<file path="src/rtl/ram_pkg.sv">
// Shared constants and types for the 16x8 dual-port scratch RAM.
package ram_pkg;

    localparam int RAM_DATA_W = 8;
    localparam int RAM_ADDR_W = 4;

    typedef logic [RAM_ADDR_W-1:0] ram_addr_t;
    typedef logic [RAM_DATA_W-1:0] ram_data_t;

endpackage

</file>
<file path="src/rtl/ram_bypass_mux.sv">
// Port-2 read-data select: forwards the port-1 write data when both ports hit the same word.
module ram_bypass_mux
    import ram_pkg::*;
#(
    parameter int DATA_W = RAM_DATA_W,
    parameter int ADDR_W = RAM_ADDR_W
) (
    input  logic              wen,
    input  logic [ADDR_W-1:0] add1,
    input  logic [ADDR_W-1:0] add2,
    input  logic [DATA_W-1:0] din,
    input  logic [DATA_W-1:0] mem_data,
    output logic [DATA_W-1:0] rd_data
);

    always_comb begin
        rd_data = mem_data;
        if (wen && (add1 == add2)) begin
            rd_data = din;
        end
    end

endmodule

</file>
<file path="src/rtl/ram.sv">
// Synchronous dual-port RAM: port 1 read/write (write-first), port 2 read-only with
// write-first bypass on address collision. Both read ports have one clock of latency.
module ram
    import ram_pkg::*;
#(
    parameter int DATA_W = RAM_DATA_W,
    parameter int ADDR_W = RAM_ADDR_W
) (
    input  logic              clk,
    input  logic              rst,
    output logic [DATA_W-1:0] do1,
    output logic [DATA_W-1:0] do2,
    input  logic [ADDR_W-1:0] add1,
    input  logic [ADDR_W-1:0] add2,
    input  logic [DATA_W-1:0] din,
    input  logic              wen,
    input  logic              en
);

    localparam int DEPTH = 2 ** ADDR_W;

    logic [DATA_W-1:0] mem [DEPTH];
    logic [DATA_W-1:0] mem_rd2;
    logic [DATA_W-1:0] do2_next;

    assign mem_rd2 = mem[add2];

    ram_bypass_mux #(
        .DATA_W (DATA_W),
        .ADDR_W (ADDR_W)
    ) u_bypass (
        .wen      (wen),
        .add1     (add1),
        .add2     (add2),
        .din      (din),
        .mem_data (mem_rd2),
        .rd_data  (do2_next)
    );

    // NOTE: the array is built from flops rather than a RAM macro because every word
    // must clear in a single reset cycle; all state here updates with <= only.
    always_ff @(posedge clk) begin
        if (rst) begin
            do1 <= '0;
            do2 <= '0;
            for (int i = 0; i < DEPTH; i++) begin
                mem[i] <= '0;
            end
        end else if (en) begin
            if (wen) begin
                mem[add1] <= din;
                do1       <= din;
            end else begin
                do1 <= mem[add1];
            end
            do2 <= do2_next;
        end
    end

endmodule

</file>
<file path="config.mk">
export PLATFORM = sky130hd
export DESIGN_NAME = ram
export DESIGN_NICKNAME = d
export VERILOG_FILES = /design/src/rtl/ram_pkg.sv /design/src/rtl/ram_bypass_mux.sv /design/src/rtl/ram.sv
export SDC_FILE = /design/constraint.sdc
export NUM_CORES = 1
export LEC_CHECK = 0
export BUFFER_PORTS_ARGS = -buffer_cell sky130_fd_sc_hd__clkbuf_2
export CELL_PAD_IN_SITES_DETAIL_PLACEMENT = 0
export CELL_PAD_IN_SITES_GLOBAL_PLACEMENT = 2
export CORE_UTILIZATION = 41
export CTS_CLUSTER_DIAMETER = 150
export DETAILED_ROUTE_END_ITERATION = 10
export HOLD_SLACK_MARGIN = 0.02
export PLACE_DENSITY_LB_ADDON = 0.15
export SLEW_MARGIN = 20
export SYNTH_ARGS = -nofsm -noshare
export SYNTH_HDL_FRONTEND = slang
export SYNTH_SLANG_ARGS = --single-unit
</file>
<file path="constraint.sdc">
create_clock -name clk -period 1.7 [get_ports clk]
set_clock_uncertainty 0.15 [all_clocks]
set_input_delay 0.085 -clock clk [delete_from_list [all_inputs] [get_ports clk]]
set_output_delay 0.085 -clock clk [all_outputs]
set_load 0.01 [all_outputs]
</file>
# [Word-level counts from Yosys, hierarchy flattened]
# Memories as Yosys holds them, arrays and structs flattened. A register that Yosys moved wholly into a read port is not among the register bits.
# Cells that the tools add are included.
[word_totals] inputBits=20 memories=1 output_inout_bits=16 ramBits=128 register_bits=0 wordCells=11
[classes] mux=9 n_reduce_logical=1
[mem_list] name="mem" depth=16 width=8 read_ports=2 rd_clocked_by_memory_dff=2 wr=16 line="ram.sv:22" rtl="logic [DATA_W-1:0] mem [DEPTH];"
[ops] cell="2-to-1 mux 8 bit" count=1
[ops] cell="OR reduction 8 bit" count=1
[ops] cell="2-to-1 mux 1 bit" count=7
[ops] cell="2-to-1 mux 4 bit" count=1

# [Logic depth before layout (Yosys ltp)]
[depth] ltp_word=6 depth_mapped=7 depth_no_buf=4

# [Modules after synthesis]
# Synthesis repeated with hierarchy kept, for this count alone.
[hier_totals] cells_unflattened=542 hier_area_um2=7731.2
[modules_own_cells] module="ram" area_per_inst_um2=7581.0 cells_each=528 seq_area_each_um2=4164.0 n_inst=1
[modules_own_cells] module="ram_bypass_mux" area_per_inst_um2=150.1 cells_each=14 seq_area_each_um2=0.0 n_inst=1

# [Least setup slack after synthesis]
# OpenSTA, ideal clock, no wires.
[synth_timing] kind="input-to-reg" from="in add1[1]" to="mem mem[5][0] (netlist name) (enable)" path_slack_ns=-0.007 setup_time_ns=0.309 t_required_ns=1.241 path_buffers=1 arrival_time_ns=1.248 stages=4 cell_sequence="clkbuf_1 or4b_4 nor2_2 or2_2"
[synth_lines] element="start: declaration" line="ram.sv:13" rtl="input logic [ADDR_W-1:0] add1,"
[synth_lines] element="end: declaration" line="ram.sv:22"

==> impl_metrics.py <==
metrics = {
    "finish": {
        "fin_area_mm2": 0.00935,
        "n_antenna_cell": 0,
        "multi_input_area_mm2": 0.00341,
        "drive_above_1_share_pct": 37.1,
        "nets": 658,
        "layout_common_cells": "129 x and2_1, 128 x edfxtp_1, 62 x buf_4, 54 x mux4_2, 34 x clkbuf_2",
        "final_common_cell": "and2_1",
        "nFillCells": 1620,
        "final_cells": 883,
        "seq_area_mm2": 0.00416,
        "areaGrowthSynthToFinish_pct": 19.8,
    },
    "timing": {
        "drv_slew": 0,
        "fin_crit_ns": 1.87,
        "hold_ws_ns": 0.0827,
        "setup_viol": 10,
        "timing.final.crit_share_pct": 110,
        "hold_viol_final": 0,
        "rsz0062_at_grt": "yes",
        "setup_ws_ns": -0.174,
        "tightest_slew_ns": 0.938,
        "max_clock_freq_ghz": 0.534,
        "slew_headroom_pct": 37.3,
    },
    "pwr": {
        "pwr-share-comb_pct": 13.2,
        "leakage_uw": 0.00339,
        "seqPwrFrac_pct": 47.0,
        "internal-power_uw": 6730,
        "vdd_drop_max_v": 0.000629,
        "switching_share_pct": 25.5,
        "power_switching_uw": 2300,
        "p_clk_share_pct": 39.8,
        "p_per_area_mw_per_mm2": 966,
        "finalPower_uw": 9030,
    },
    "clocking": {
        "clock-sinks": 144,
        "cts_buffer_depth": 2,
        "clk_pin_slew_worst_paths_ns": 0.06,
        "clk-insertion-delay-late_ns": 0.43,
        "cts_max_level": 4,
        "clock-root-buffer": "clkbuf_16",
        "numCtsBuffers": 17,
        "cts_tree": "yes",
    },
    "place": {
        "post-place-cells": 844,
        "dpl.hpwl_um": 19000,
        "gp_congestion": 0.935,
        "io_buffers": 35,
        "placed_area_mm2": 0.00865,
    },
    "critical_path": {
        "cp_cell_sequence": "buf_4, mux4_2, a22oi_2, nand2_1, o221a_1",
        "endpoint_kind": "flip-flop",
        "critPathLaunchType": "flip-flop",
        "crit_type": "reg -> reg",
        "cp_max_fo": 2,
        "crit_arrival_ns": 2.05,
        "crit_end": "do2[1]$_SDFFE_PP0P_",
        "critPathRequiredTime_ns": 1.88,
        "r2r_end": "do2[1]$_SDFFE_PP0P_",
        "cp_top_family": "multiplexers",
        "r2r_cells": 5,
        "r2r_setup_slack_ns": -0.17,
        "critPathSlowestCell": "mux4_2",
        "worst_r2r_startpoint": "mem[6][1]$_SDFFCE_PN0P_",
        "cp_num_cells": 5,
        "slowest_delay_ns": 0.50,
        "cp-startpoint": "mem[6][1]$_SDFFCE_PN0P_",
        "crit_buf_inv": 1,
    },
    "global_route": {
        "grt_usage_pct": 28.1,
        "grt_pass1_vias": 5347,
        "antenna_found_initial": 1,
        "grt_pass1_wl_um": 37900,
        "grt_overflow": 0,
        "grt_max_degree": 24,
    },
    "route": {
        "post_drt_wl_per_cell_um": 29.6,
        "drt_iter0_drc": 718,
        "vias": 5361,
        "viasPerCell": 6.07,
        "drc_errors": 0,
        "firstDrtPassIters": 5,
        "wl_um": 26100,
        "antenna_left": 0,
    },
    "synthesis": {
        "syn_nets": 570,
        "synth_area_mm2": 0.00780,
        "synth_ff_type": "edfxtp_1",
        "post_synth_num_cell_types": 42,
        "ys_seq_area_share_pct": 53.4,
        "syn_avg_cell_area_um2": 14.2,
        "synth_warnings": 0,
        "synthCells": 550,
        "synth-seq-cells": 144,
        "synth_edf_count": 128,
        "ys_async_sr_fraction_pct": 0,
    },
    "floorplan": {
        "die_x_um": 140,
        "die_h_um": 140,
        "start_util_pct": 41.7,
        "io_pins": 36,
        "rows": 50,
        "die_area_mm2": 0.0196,
        "core_mm2": 0.0187,
    },
    "status": {
        "violations": "setup timing",
        "outcome": "complete, but fails checks",
    },
    "flow_run": {
        "drv_cap": 0,
    },
    "min_path": {
        "min_path_type": "in -> reg",
    },
}
cells by family (layout without fill, tap and decap cells):
| kind of cell | after synthesis | count (layout) | synth area share, % |
|---|---|---|---|
| buffers and inverters | 52 | 151 | 3.75 |
| AOI/OAI and AO/OA | 57 | 57 | 5.97 |
| and+or+nand+nor | 213 | 213 | 16.6 |
| xor gates and xnor gates | 4 | 4 | 0.449 |
| muxes | 80 | 80 | 19.9 |
| DFF | 144 | 144 | 53.4 |
how the worst min path moves through the flow:
stage,cells past startpoint,end,startpoint,slack (ns)
floorplan,1,do2[0]$_SDFFE_PP0P_,din[0],0.12
detailed placement,1,do2[0],do2[0]$_SDFFE_PP0P_,0.34
global placement,1,do2[6],do2[6]$_SDFFE_PP0P_,0.34
finish,3,do1[6]$_SDFFE_PP0P_,rst,0.08
global route,3,do1[6]$_SDFFE_PP0P_,rst,0.08
CTS,3,do1[6]$_SDFFE_PP0P_,rst,0.04
area by class of cell:
| class | instances | share of cell area (%) |
|---|---|---|
| Tap cell | 234 | 3.13 |
| Clock buffer | 18 | 4.59 |
| Inverter | 8 | 0.321 |
| Clock inverter | 12 | 1.28 |
| Timing Repair Buffer | 113 | 9.60 |
| Multi-Input combinational cell | 354 | 36.5 |
| Sequential cell | 144 | 44.5 |
tightest hold or removal path: cells and delay by family:
family / cells / cell delay [ns]
AOI/OAI and AO/OA: 1 / 0.08
buffers and inverters: 2 / 0.44
what timing repair did:
item	4_1_cts	5_1_grt
resized for setup	20	15
endpoints found under the setup margin	10	16
pin swaps	15	20
gates cloned	0	0
hold endpoints to repair	5	0
setup buffers	8	1
hold buffers	2	0
stage by stage:
stage / TNS [ns] / util, % / setup WS, ns
floorplan: 0 / - / 0.0181
global placement: -4.74 / 46.2 / -0.338
detailed placement: -4.38 / 46.2 / -0.348
CTS: -0.596 / 49.7 / -0.210
global route: -1.00 / 50.0 / -0.244
finish: -0.605 / 50.0 / -0.174
power groups by stage:
stage | combinational [uW] | sequential, uW | clock [uW]
finish | 1190 | 4240 | 3590
global placement | 1090 | 4320 | 0
CTS | 1150 | 4240 | 3630
global route | 1240 | 4250 | 3760
floorplan | 670 | 4200 | 0
detailed placement | 1100 | 4310 | 0
metal layers:
metal	vias to the layer above	share of wire, %	GRT usage (%)
met1	2732	43	38.7
met5	-	0	0
li1	2285	-	-
met4	0	3.2	11.6
met3	51	7.0	4.85
met2	293	47	44.1
Yosys cell counts, types with 11 or more instances:
library cell	n	share of area [%]
and2_1	129	10
dfxtp_1	16	4.1
buf_2	13	0.83
clkbuf_1	18	0.87
mux2i_1	16	2.1
edfxtp_1	128	49
nor2_1	22	1.1
mux4_1	11	3.7
or2_2	16	1.3
a22oi_1	16	1.5
mux4_2	45	13
nand2_1	12	0.58
flip-flops by register name (all words and copies together), names as in the netlist:
signal	count
do1	8
mem	128
do2	8
No activity file was read; power rests on OpenSTA's default activity.
